`src/rtl/ifq_pkg.sv`:
```
// Shared constants and types for the instruction fetch queue.
package ifq_pkg;

  localparam int XLEN = 32;

  typedef logic [XLEN-1:0] word_t;

  localparam word_t CPU_START_ADDR = 32'h0000_0000;
  localparam word_t INST_NOP       = 32'h0000_0013;  // addi x0, x0, 0
  localparam word_t WORD_BYTES     = 32'h0000_0004;

  // One queue entry: the instruction and the address it was fetched from.
  typedef struct packed {
    word_t pc;
    word_t inst;
  } fetch_entry_t;

  // Clears the byte-offset bits; masking keeps every input bit in use.
  function automatic word_t word_align(input word_t addr);
    return addr & ~word_t'(3);
  endfunction

endpackage

```
`src/rtl/ifq_if.sv`:
```
// Bus bundles around the fetch queue: the instruction-memory port and the
// valid/ready port towards the fetch unit. The queue is master on both.

interface ifq_mem_if;
  logic              req;
  ifq_pkg::word_t    addr;
  logic              gnt;
  logic              rvalid;
  ifq_pkg::word_t    rdata;

  modport master (output req, addr, input gnt, rvalid, rdata);
  modport slave  (input req, addr, output gnt, rvalid, rdata);
endinterface

interface ifq_fetch_if;
  logic              valid;
  ifq_pkg::word_t    inst;
  ifq_pkg::word_t    pc;
  logic              ready;

  modport master (output valid, inst, pc, input ready);
  modport slave  (input valid, inst, pc, output ready);
endinterface

```
`src/rtl/ifq_fifo.sv`:
```
// Circular buffer with wrap-bit pointers. Full/empty and the occupancy count
// all fall out of the pointer pair, so they can never disagree.
module ifq_fifo #(
  parameter int WIDTH = 64,
  parameter int DEPTH = 4
) (
  input  logic                     clk,
  input  logic                     rst_n,
  input  logic                     clear_i,
  input  logic                     push_i,
  input  logic [WIDTH-1:0]         push_data_i,
  input  logic                     pop_i,
  output logic [WIDTH-1:0]         head_data_o,
  output logic [$clog2(DEPTH):0]   count_o,
  output logic                     empty_o
);

  localparam int AW = $clog2(DEPTH);

  logic [WIDTH-1:0] mem_q [DEPTH];
  logic [AW:0]      wr_ptr_q, wr_ptr_d;
  logic [AW:0]      rd_ptr_q, rd_ptr_d;
  logic             full;
  logic             do_push;
  logic             do_pop;

  assign empty_o = (wr_ptr_q == rd_ptr_q);
  assign full    = (wr_ptr_q[AW] != rd_ptr_q[AW]) &&
                   (wr_ptr_q[AW-1:0] == rd_ptr_q[AW-1:0]);
  assign count_o = wr_ptr_q - rd_ptr_q;

  // A push at full is only legal alongside a pop that frees the slot.
  assign do_push = push_i && !clear_i && (!full || pop_i);
  assign do_pop  = pop_i && !clear_i && !empty_o;

  assign head_data_o = mem_q[rd_ptr_q[AW-1:0]];

  // Next pointer values; clear collapses both pointers to zero.
  always_comb begin
    // NOTE: every output gets a default before any branch so no latch is inferred.
    wr_ptr_d = wr_ptr_q;
    rd_ptr_d = rd_ptr_q;
    if (clear_i) begin
      wr_ptr_d = '0;
      rd_ptr_d = '0;
    end else begin
      if (do_push) wr_ptr_d = wr_ptr_q + 1'b1;
      if (do_pop)  rd_ptr_d = rd_ptr_q + 1'b1;
    end
  end

  // Pointer registers.
  always_ff @(posedge clk or negedge rst_n) begin
    // NOTE: sequential state uses non-blocking assignments so all registers update together.
    if (!rst_n) begin
      wr_ptr_q <= '0;
      rd_ptr_q <= '0;
    end else begin
      wr_ptr_q <= wr_ptr_d;
      rd_ptr_q <= rd_ptr_d;
    end
  end

  // Entry storage, written at the tail.
  // NOTE: storage has no reset; a slot is only read after it has been written.
  always_ff @(posedge clk) begin
    if (do_push) mem_q[wr_ptr_q[AW-1:0]] <= push_data_i;
  end

endmodule

```
`src/rtl/ifq.sv`:
```
// Instruction fetch queue: owns the sequential fetch PC, issues word requests
// under a credit limit, buffers in-order responses and drops the ones that
// were already in flight when a redirect arrived.
module ifq
  import ifq_pkg::*;
#(
  parameter int    DEPTH      = 4,
  parameter int    MAX_OUTST  = 2,
  parameter word_t START_ADDR = CPU_START_ADDR
) (
  input  logic          clk,
  input  logic          rst_n,
  input  logic          flush_i,
  input  word_t         flush_addr_i,
  ifq_mem_if.master     mem,
  ifq_fetch_if.master   fetch
);

  localparam int CW = $clog2(DEPTH) + 1;
  localparam int OW = $clog2(MAX_OUTST + 1);
  localparam int SW = ((CW > OW) ? CW : OW) + 1;

  word_t         fetch_pc_q, fetch_pc_d;
  word_t         resp_pc_q,  resp_pc_d;
  word_t         last_pc_q,  last_pc_d;
  logic [OW-1:0] outst_q,    outst_d;
  logic [OW-1:0] drop_q,     drop_d;

  logic [CW-1:0] count;
  logic          empty;
  logic [SW-1:0] credit_used;
  logic          req_acc;
  logic          keep_rsp;
  logic          push;
  logic          pop;
  fetch_entry_t  push_entry;
  fetch_entry_t  head_entry;

  // Queued entries plus in-flight requests never exceed DEPTH, so every
  // kept response has a free slot waiting for it.
  assign credit_used = SW'(count) + SW'(outst_q);

  // rst_n is folded in so the request drops the instant reset asserts.
  assign mem.req  = rst_n && !flush_i &&
                    (credit_used < SW'(DEPTH)) && (outst_q < OW'(MAX_OUTST));
  assign mem.addr = fetch_pc_q;

  assign req_acc  = mem.req && mem.gnt;
  assign keep_rsp = mem.rvalid && (drop_q == '0);
  assign push     = keep_rsp && !flush_i;
  assign pop      = fetch.valid && fetch.ready && !flush_i;

  assign push_entry = '{pc: resp_pc_q, inst: mem.rdata};

  ifq_fifo #(
    .WIDTH ($bits(fetch_entry_t)),
    .DEPTH (DEPTH)
  ) u_fifo (
    .clk         (clk),
    .rst_n       (rst_n),
    .clear_i     (flush_i),
    .push_i      (push),
    .push_data_i (push_entry),
    .pop_i       (pop),
    .head_data_o (head_entry),
    .count_o     (count),
    .empty_o     (empty)
  );

  // An empty queue shows a NOP at the last address handed out.
  assign fetch.valid = !empty;
  assign fetch.inst  = empty ? INST_NOP  : head_entry.inst;
  assign fetch.pc    = empty ? last_pc_q : head_entry.pc;

  // Next-state for PCs and the in-flight / to-discard counters.
  always_comb begin
    fetch_pc_d = fetch_pc_q;
    resp_pc_d  = resp_pc_q;
    last_pc_d  = last_pc_q;
    drop_d     = drop_q;
    outst_d    = outst_q + OW'(req_acc) - OW'(mem.rvalid);
    if (flush_i) begin
      // Everything still in flight after this edge belongs to the old stream.
      fetch_pc_d = word_align(flush_addr_i);
      resp_pc_d  = word_align(flush_addr_i);
      drop_d     = outst_d;
    end else begin
      if (req_acc)  fetch_pc_d = fetch_pc_q + WORD_BYTES;
      if (keep_rsp) resp_pc_d  = resp_pc_q + WORD_BYTES;
      else if (mem.rvalid) drop_d = drop_q - OW'(1);
      if (pop)      last_pc_d  = head_entry.pc;
    end
  end

  // State registers.
  always_ff @(posedge clk or negedge rst_n) begin
    if (!rst_n) begin
      fetch_pc_q <= START_ADDR;
      resp_pc_q  <= START_ADDR;
      last_pc_q  <= START_ADDR;
      outst_q    <= '0;
      drop_q     <= '0;
    end else begin
      fetch_pc_q <= fetch_pc_d;
      resp_pc_q  <= resp_pc_d;
      last_pc_q  <= last_pc_d;
      outst_q    <= outst_d;
      drop_q     <= drop_d;
    end
  end

endmodule

```
`src/flat_wrapper.sv`:
```
// flat-port wrapper written by rule: the top's interface ports become plain ports
module ifq_flat import ifq_pkg::*;
#(
  parameter int    DEPTH      = 4,
  parameter int    MAX_OUTST  = 2,
  parameter word_t START_ADDR = CPU_START_ADDR
)
  (clk, rst_n, flush_i, flush_addr_i, mem_req, mem_addr, mem_gnt, mem_rvalid, mem_rdata, fetch_valid, fetch_inst, fetch_pc, fetch_ready);
  ifq_mem_if mem_i ();
  ifq_fetch_if fetch_i ();
  input  logic clk;
  input  logic rst_n;
  input  logic flush_i;
  input  word_t flush_addr_i;
  output wire logic [$bits(mem_i.req)-1:0] mem_req;
  output wire logic [$bits(mem_i.addr)-1:0] mem_addr;
  input wire logic [$bits(mem_i.gnt)-1:0] mem_gnt;
  input wire logic [$bits(mem_i.rvalid)-1:0] mem_rvalid;
  input wire logic [$bits(mem_i.rdata)-1:0] mem_rdata;
  output wire logic [$bits(fetch_i.valid)-1:0] fetch_valid;
  output wire logic [$bits(fetch_i.inst)-1:0] fetch_inst;
  output wire logic [$bits(fetch_i.pc)-1:0] fetch_pc;
  input wire logic [$bits(fetch_i.ready)-1:0] fetch_ready;
  assign mem_req = mem_i.req;
  assign mem_addr = mem_i.addr;
  assign mem_i.gnt = mem_gnt;
  assign mem_i.rvalid = mem_rvalid;
  assign mem_i.rdata = mem_rdata;
  assign fetch_valid = fetch_i.valid;
  assign fetch_inst = fetch_i.inst;
  assign fetch_pc = fetch_i.pc;
  assign fetch_i.ready = fetch_ready;
  ifq #(.DEPTH(DEPTH), .MAX_OUTST(MAX_OUTST), .START_ADDR(START_ADDR)) u_core (.clk(clk), .rst_n(rst_n), .flush_i(flush_i), .flush_addr_i(flush_addr_i), .mem(mem_i), .fetch(fetch_i));
endmodule
```
`config.mk`:
```
export PLATFORM = sky130hd
export DESIGN_NAME = ifq_flat
export DESIGN_NICKNAME = d
export VERILOG_FILES = /design/src/rtl/ifq_pkg.sv /design/src/rtl/ifq_if.sv /design/src/rtl/ifq_fifo.sv /design/src/rtl/ifq.sv /design/src/flat_wrapper.sv
export SDC_FILE = /design/constraint.sdc
export NUM_CORES = 1
export LEC_CHECK = 0
export BUFFER_PORTS_ARGS = -buffer_cell sky130_fd_sc_hd__buf_2
export CAP_MARGIN = 30
export CORE_ASPECT_RATIO = 1.25
export CORE_MARGIN = 8
export CORE_UTILIZATION = 55
export CTS_BUF_LIST = sky130_fd_sc_hd__clkbuf_16
export CTS_CLUSTER_SIZE = 40
export DETAILED_ROUTE_END_ITERATION = 16
export HOLD_SLACK_MARGIN = 0.02
export PLACE_DENSITY_LB_ADDON = 0.08
export SETUP_SLACK_MARGIN = 0.2
export SLEW_MARGIN = 20
export SYNTH_ARGS = -nofsm -noshare
export SYNTH_HDL_FRONTEND = slang
export SYNTH_SLANG_ARGS = --single-unit
```
`constraint.sdc`:
```
create_clock -name clk -period 7 [get_ports clk]
set_clock_uncertainty 0.2 [all_clocks]
set_input_delay 0.35 -clock clk [delete_from_list [all_inputs] [get_ports clk]]
set_output_delay 0.35 -clock clk [all_outputs]
set_load 0.01 [all_outputs]
```
# Yosys cells after proc, flatten, opt, wreduce, memory -nomap -nowiden
# Memories as Yosys holds them, arrays and structs flattened.
# Cells that the tools add are included.
# classes
add_sub_neg,9
magnitude_cmp,2
n_eq_ne,4
n_mux,15
n_bitwise,1
reduce_logical,25
# ops
operator,n
$mux 32,6
$add 32x3->32 const B,2
$logic_and 1x1->1,13
$mux 3,4
$reduce_bool 2->1,5
$add 3x1->3 const B,2
$mux 2,3
$add 3x2->4,1
$lt 4x3->1 const B,1
$reduce_and 2->1,2
$eq 3x3->1,1
$logic_not 1->1,3
$sub 3x3->3,1
$add 2x1->2,1
$eq 2x2->1,1
$logic_not 2->1,1
$lt 2x2->1 const B,1
$mux 1,2
$ne 2x2->1 const B,1
$sub 2x1->2,1
$sub 2x1->2 const B,1
$logic_or 1x1->1,1
$ne 1x1->1,1
$not 1->1,1
# word_totals
reg_bits,106
ram_bits,256
wordCells,64
mem_count,1
# memory_table
name,depth,width,rd,rd_ports_with_merged_regs,wr,line,text
u_core.u_fifo.mem_q,4,64,1,0,1,ifq_fifo.sv:20,logic [WIDTH-1:0] mem_q [DEPTH];

# Depth between registers and ports, before layout
# Gate-level depths: netlist of run 1.
# logic_depth
word_depth,9
ltp_mapped,13

# Modules after synthesis
# Synthesis of run 1 repeated with hierarchy kept, for this count alone.
# unflattened
hier_cells,934
area_unflattened_um2,15229.6
# modules_own_cells
mod,n_inst,cells_per_inst,area_per_inst_um2,seq_area_each_um2
ifq_fifo,1,386,9739.3,7837.5
ifq,1,548,5490.3,2402.3

# Least setup slack after synthesis of run 1
# No wires, ideal clock.
# synth_path
path_kind,reg-to-reg
from,register u_core.u_fifo.rd_ptr_q[1]
to,"memory u_core.u_fifo.mem_q[3][0], enable pin"
setup_time_ns,0.428
arrival_time_ns,3.254
setup_slack_ns,3.117
path_stages_with_launch,8
n_path_buf,2
cell_sequence,dfrtp_1 -> clkbuf_1 -> clkbuf_1 -> inv_1 -> ha_1 -> nand3b_1 -> o2111a_1 -> and2_1
# synth_between
elab_chain_cells,8
# synth_lines
element,line,text
start: declaration,ifq_fifo.sv:22,"logic [AW:0] rd_ptr_q, rd_ptr_d;"
start signal: assignment,ifq_fifo.sv:60,rd_ptr_q <= rd_ptr_d;
$eq 3x3->1,ifq_fifo.sv:27,assign empty_o = (wr_ptr_q == rd_ptr_q);
$logic_not 1->1,ifq.sv:71,assign fetch.valid = !empty;
$logic_and 1x1->1 (2 in a row),ifq.sv:51,assign pop = fetch.valid && fetch.ready && !flush_i;
$logic_or 1x1->1 *,ifq_fifo.sv:33,assign do_push = push_i && !clear_i && (!full || pop_i);
$logic_and 1x1->1 *,ifq_fifo.sv:33,
$mux 1 *,ifq_fifo.sv:67,if (do_push) mem_q[wr_ptr_q[AW-1:0]] <= push_data_i;
$mux 1 (not written as such) *,ifq_fifo.sv:67,
end: declaration,ifq_fifo.sv:20,
# Mark *: on every way between the ends. The rest lies on a longest branch, timed or not.

# Final worst setup path of run 1
# layout_path
from,register u_core.u_fifo.rd_ptr_q[0]
to,"register u_core.fetch_pc_q[16], in the netlist u_core.mem.addr[16]"
# layout_between
elab_chain_cells,7
# layout_lines
element,line,text
$sub 3x3->3,ifq_fifo.sv:30,assign count_o = wr_ptr_q - rd_ptr_q;
$add 3x2->4,ifq.sv:41,assign credit_used = SW'(count) + SW'(outst_q);
$lt 4x3->1,ifq.sv:45,(credit_used < SW'(DEPTH)) && (outst_q < OW'(MAX_OUTST));
$logic_and 1x1->1,ifq.sv:44,assign mem.req = rst_n && !flush_i &&
$logic_and 1x1->1,ifq.sv:45,
$logic_and 1x1->1,ifq.sv:48,assign req_acc = mem.req && mem.gnt;
$reduce_bool 2->1 (no line),--,
end signal: assignment,ifq.sv:104,fetch_pc_q <= fetch_pc_d;
end: declaration,ifq.sv:23,"word_t fetch_pc_q, fetch_pc_d;"
# No other way between the ends.
# A chain may end at the register's enable or synchronous reset.

==> results of run 1 <==
kinds of logic after synthesis:
kind of cell / share of synthesized area, %
AOI/OAI and AO/OA: 2.62
xor gates and xnor gates: 3.01
adders and majority gates: 1.24
buffers and inverters: 1.57
DFF: 67.4
muxes: 16.0
other: 0.0254
and+or+nand+nor: 8.11
worst max-delay path, cell delays in order, from the launching register on:
cell      delay [ns]
dfrtp_4         0.70
ha_1            0.23
inv_1           0.05
fa_1            0.48
ha_1            0.29
nand3b_1        0.17
nand4b_4        0.25
clkinv_1        0.50
nor2_1          0.68
o21ai_0         0.19
o311ai_0        0.12
synth_stat cells (3+ instances only):
library cell	instances	area (sq um)
a21boi_0	9	67.6
a21oi_1	10	50.1
a31oi_1	7	43.8
and2_1	35	219
and3_1	10	62.6
and4_1	5	43.8
buf_1	10	37.5
buf_4	4	30.0
clkbuf_1	22	82.6
dfrtp_1	100	2500
edfxtp_1	248	7450
ha_1	13	163
inv_1	16	60.1
mux2_2	84	946
mux4_2	62	1400
nand2_1	45	169
nand2b_1	6	37.5
nand3_1	27	135
nand3b_1	3	22.5
nand4_1	18	113
nor2_1	19	71.3
nor3_1	13	65.1
nor4_1	6	37.5
o211ai_1	4	30.0
o21ai_0	19	95.1
or2_2	3	18.8
or3_1	8	50.1
or4_1	6	45.0
xnor2_1	37	324
xor2_1	11	96.3
path summary, 6_finish.rpt:
path / end / cells past startpoint
worst max register to register: u_core.mem.addr[16] / 10
worst min-delay path: u_core.u_fifo.rd_ptr_q[2] / 4
max in group asynchronous: u_core.u_fifo.rd_ptr_q[0] / 4
worst max-delay path: u_core.mem.addr[16] / 10
worst min register to register: u_core.last_pc_q[30] / 1
min in group asynchronous: u_core.mem.addr[28] / 2
layout by cell type, fill, tap and decap left out, drive strengths merged, types with 3 or more instances in the layout:
master	count
o211ai	4
dlygate4sd3	61
nand2	45
clkinv	12
nor3	13
xor2	11
mux2	84
nor2	19
and4	5
a31oi	7
or4	7
clkbuf	37
nor4	8
inv	24
ha	13
and2	35
edfxtp	248
o21ai	19
mux4	62
clkinvlp	6
conb	4
xnor2	37
a21oi	10
dfrtp	100
buf	175
or3	8
nand3	27
nand2b	6
nand3b	3
and3	10
a21boi	9
or2	3
nand4	19
stage by stage:
| stage | hold WS, ns | std cells |
|---|---|---|
| floorplan | -0.146 | 892 |
| global placement | 0.153 | 1371 |
| detailed placement | 0.152 | 1372 |
| CTS | 0.0582 | 1495 |
| global route | 0.0879 | 1497 |
| finish | 0.0694 | 1497 |
timing repair:
item                       4_1_cts  5_1_grt
hold buffers                    61        0
hold endpoints to repair       215        0
setup endpoints to repair        0        0
flip-flops by register name, summed over array words and instances (netlist names):
signal,flops
u_core.u_fifo.rd_ptr_q,3
u_core.u_fifo.wr_ptr_q,3
u_core.last_pc_q,30
u_core.resp_pc_q,30
u_core.u_fifo.mem_q,248
u_core.mem.addr,30
u_core.drop_q,2
u_core.outst_q,2
cell type report:
class | instances | area share (%)
Sequential cell | 348 | 56.1
Multi-Input combinational cell | 487 | 25.9
Timing Repair Buffer | 236 | 8.93
Clock buffer | 37 | 5.22
Tap cell | 345 | 2.43
Clock inverter | 25 | 1.04
Inverter | 19 | 0.402
power breakdown:
part	switching, W	internal [W]	leakage, nW	total (W)
Sequential	0.000149	0.00242	3.43	0.00257
Combinational	0.000608	0.000626	2.55	0.00123
Clock	0.000743	0.00103	0.545	0.00178
Total	0.00150	0.00408	6.53	0.00558
per-layer routing:
layer | track usage [%] | vias up | part of all wire, % | routed length (um)
li1 | - | 3907 | - | -
met1 | 25.3 | 4248 | 43 | 13200
met2 | 34.0 | 231 | 51 | 15800
met3 | 3.42 | 42 | 4.7 | 1450
met4 | 5.43 | 0 | 1.9 | 593
met5 | 0 | - | 0 | 0
==> results.md, run 1 <==
- Grt ovf: 0
- Mapped Cells: 889
- First-pass GRT wire length: 50000 um
- DIE HEIGHT: 199 um
- Final wirelength: 31100 um
- Initial DRC Count: 417
- # Post-CTS Setup Buffers: 0
- Initial antenna violation count: 0
- Fin area: 0.0177 sq mm
- Worst Tran Pin Value: 0.933 ns
- Final core utilization: 66.8%
- Pin count of the biggest net entering global routing: 65
- Post-DRT Antenna Nets: 0
- Total core area: 0.0266 sq mm
- EDFF count, synth: 248
- Routability cong.: 0.867
- Async SR Flop Fraction: 28.7%
- PortBufs: 161
- Die Wd: 163 um
- Hold Path Class: in -> reg
- Post-CTS sizing: 0
- TritonCTS clock tree: done
- Final Max Slew Viols: 0
- Synth Flop Type: edfxtp_1
- Relative slew margins: 37.8%
- Crit share post-route: 56.9%
- RSZ-0062 raised after global routing: false
- Mapped cell area: 0.0148 sq mm
- Setup ws final: 3.01 ns
- Number of synthesis warnings: 0
- GRT Util Overall: 19.7%
- Clock Sinks: 348
- CP Capture Type: flop
- Arrival time worst endpoint: 4.17 ns
- Die Area: 0.0324 sq mm
- Register bit total from synthesis: 348
- Top Ports: 168
- FP Rows: 67
- Hold_sp: fetch_ready
- Synth unique cells: 52
- Fin. Hold Viols: 0
- Fin crit period: 3.99 ns
- Root buf cell: clkbuf_16
- Worst EP required: 7.19 ns
- Endpoints failing setup: 0
- DR vias/cell: 5.63
- Avg WL per Cell: 20.8 um
- H-tree Lvls: 2
- Worst-skew pair later-pin latency: 0.50 ns
- Peak supply drop: 0.204 mV
- TritonCTS Buffers: 34
- Startpoint Class: flop
- Reg clk slew, reported paths: 0.06 ns
- Lkg Pwr: 6.53 nW
- Max Cap Viol: 0
- Initial Util: 55.5%
- CTS Buffer Depth: 3
- Worst r2r src: u_core.u_fifo.rd_ptr_q[0]
- Post-place instance area: 0.0160 sq mm
- Vias in the first global route: 9170
- Sequential Area: 0.00995 sq mm
- Fill cells: 1842
- Antenna cell count: 0
- Crit. Startpoint: u_core.u_fifo.rd_ptr_q[0]
- F_max: 251 MHz
- Nets@finish: 1210
- Post-DP HPWL: 19800 um
- TritonRoute pass-1 iters: 5
- Tot Pwr: 0.00558 W
- Setup TNS: 0 ns
- Setup CP Type: reg -> reg
- Share of cells above drive strength 1: 33.9%
- Reg2reg setup slack: 3.01 ns
- Crit path max fanout: 21
- Cell Pwr Density: 315 mW/mm^2
- DR vias: 8428
- Register area share after synthesis: 67.4%
- Outcome: completed
- Layout area overhead: 20.2%
- Dpl ws: 3.04 ns
- Drt drc: 0
- Area of the multi-input gates: 0.00459 sq mm
- Synthesized area per cell: 16.6 sq um
Note: power is estimated with default switching activity, not from simulation.
==> run 2, diff against run 1 <==
- CORE_UTILIZATION: 55 -> 53
- clock period: 7 -> 3.53 ns (I/O delays scaled with it)
==> results.md, run 2 (synthesis gave the netlist of run 1 again) <==
- Outcome: completed
- PortBufs: 161 (unchanged)
- Startpoint Class: flop
- Lkg Pwr: 6.61 nW (+1.3%)
- Hold Path Class: in -> async
- Non-Filler Instances: 1517 (+1.3%)
- Total core area: 0.0275 sq mm (+3.4%)
- Final wirelength: 31300 um (+0.65%)
- RSZ-0062 raised after global routing: false
- Setup TNS: 0 ns (unchanged)
- DR vias: 8507 (+0.94%)
- Antenna cell count: 0 (unchanged)
- First-pass GRT wire length: 49600 um (-0.75%)
- GRT Util Overall: 19.0% (-0.73 points)
- DIE HEIGHT: 203 um (+1.7%)
- Logic pwr share: 23.0% (+0.9 points)
- Switching fraction of total power: 26.9% (about the same)
- Setup CP Type: reg -> out
- Final Max Slew Viols: 0 (unchanged)
- Endpoints failing setup: 0 (unchanged)
- F_max: 315 MHz
- Vias in the first global route: 9259 (+0.97%)
- Worst-skew pair later-pin latency: 0.50 ns (about the same)
- Initial DRC Count: 436 (+4.6%)
- Peak supply drop: 0.349 mV (+71%)
- Most frequent cells in the layout: edfxtp_1 (248), buf_2 (160), dfrtp_1 (98)
- H-tree Lvls: 2 (unchanged)
- Avg WL per Cell: 20.6 um (-0.67%)
- Tot Pwr: 0.0110 W (+97%)
- DR vias/cell: 5.61 (-0.39%)
- R2r worst-path depth: 10 (unchanged)
- Initial antenna violation count: 0 (unchanged)
- Worst EP required: 3.15 ns (-4.04 ns)
- Worst Tran Pin Value: 0.946 ns (+0.0133 ns)
- Dpl ws: 0.147 ns (-2.89 ns)
- Share of cells above drive strength 1: 33.8% (-0.094 points)
- Reg clk slew, reported paths: 0.06 ns (about the same)
- Clock share of power: 30.9% (-0.9 points)
- FP Rows: 68 (+1.5%)
- TritonCTS clock tree: done
- Nets@finish: 1226 (+1.3%)
- Setup ws final: 0.353 ns (-2.66 ns)
- CP Capture Type: output pin
- Die Wd: 165 um (+1.7%)
- Crit share post-route: 90.0%
- Top Ports: 168 (unchanged)
- Placed cell count: 1386 (+1.0%)
- Post-DP HPWL: 19600 um (-0.89%)
- Number of flip-flops in the largest register: 248 (unchanged)
- TritonRoute pass-1 iters: 5 (unchanged)
- Post-DRT Antenna Nets: 0 (unchanged)
- P_int: 0.00804 W (+97%)
- Fin crit period: 3.18 ns
- Initial Util: 53.7% (-1.8 points)
- Cell Pwr Density: 617 mW/mm^2 (+96%)
- Root buf cell: clkbuf_16
- Max Cap Viol: 0 (unchanged)
- Routability cong.: 0.914 (+5.3%)
- Clock Sinks: 348 (unchanged)
- Reg power frac: 46.1% (about the same)
- Layout area overhead: 20.8%
- Grt ovf: 0 (unchanged)
- Crit path max fanout: 4 (-81%)
- Hold_ws: 0.134 ns (+0.0648 ns)
- Drt drc: 0 (unchanged)
- Switching Power: 0.00296 W (+97%)
- Pin count of the biggest net entering global routing: 65 (unchanged)
- Arrival time worst endpoint: 2.80 ns (-1.37 ns)
- CTS Buffer Depth: 3 (unchanged)
- Die Area: 0.0335 sq mm (+3.4%)
- Fin. Hold Viols: 0 (unchanged)
- TritonCTS Buffers: 34 (unchanged)
- Relative slew margins: 36.9% (-0.89 points)
- Commonest non-fill, non-tap cell in the layout: edfxtp_1
-- run 2: cell types whose count changed in the layout (fill, tap and decap cells not counted), moves of 3 or more --
cell and change:
dlygate4sd3_1 +7, buf_16 -3, clkinvlp_4 -6, buf_4 +9
inv_1 +6, buf_12 +3
-- run 2: routing by layer --
metal	vias to the layer above	GRT usage (%)	part of all wire [%]
met5	-	0	0
met4	0	4.64	1.8
met3	39	3.12	5.8
met2	256	33.3	51
met1	4274	24.0	41
li1	3938	-	-
-- run 2: worst paths after layout --
path	from	to	slack (ns)
worst max-delay path	u_core.u_fifo.wr_ptr_q[0]	mem_req	0.35
worst min-delay path	rst_n	u_core.mem.addr[6]	0.13
worst max register to register	u_core.u_fifo.wr_ptr_q[0]	u_core.mem.addr[28]	0.39
worst min register to register	u_core.last_pc_q[18]	u_core.last_pc_q[18]	0.30
max in group asynchronous	rst_n	u_core.u_fifo.rd_ptr_q[0]	1.68
min in group clk	mem_rdata[25]	u_core.u_fifo.mem_q[2][25]	0.22
-- run 2: metrics by stage --
stage          util [%]  area (sq um)
3_3_place_gp       58.4         16000
2_1_floorplan         -         14800
6_report           64.9         17800
5_1_grt            64.9         17800
3_5_place_dp       58.4         16000
4_1_cts            64.8         17800
-- run 2: timing repair --
action	in CTS	in global routing
hold buffers	68	0
setup buffers	2	0
endpoints found under the setup margin	45	10
gates resized for setup	4	2
hold endpoints to repair	235	0
pin swaps	1	2
-- run 2: critical path: stages, from the launching register on --
cell and delay [ns]:
dfrtp_1 0.38, inv_1 0.10, ha_1 0.16, inv_1 0.05
fa_1 0.48, ha_1 0.24, nor4b_4 0.30, buf_4 0.17
nand3b_1 0.17, inv_1 0.11, buf_2 0.13
-- run 2: layout make-up --
type | count | area (sq um)
timing repair buffer | 252 | 1700
sequential | 348 | 9950
clock inverter | 24 | 128
clock buffer | 37 | 926
inverter | 19 | 71.3
multi-input combinational | 487 | 4610
tap | 350 | 438
fill | 2002 | 9660
-- run 2: power by group through the flow --
stage / clock (W) / sequential (W) / combinational (W)
5_1_grt: 0.00365 / 0.00511 / 0.00277
2_1_floorplan: 0 / 0.00508 / 0.00162
3_5_place_dp: 0 / 0.00514 / 0.00251
3_3_place_gp: 0 / 0.00512 / 0.00249
4_1_cts: 0.00350 / 0.00506 / 0.00260
6_report: 0.00340 / 0.00506 / 0.00253
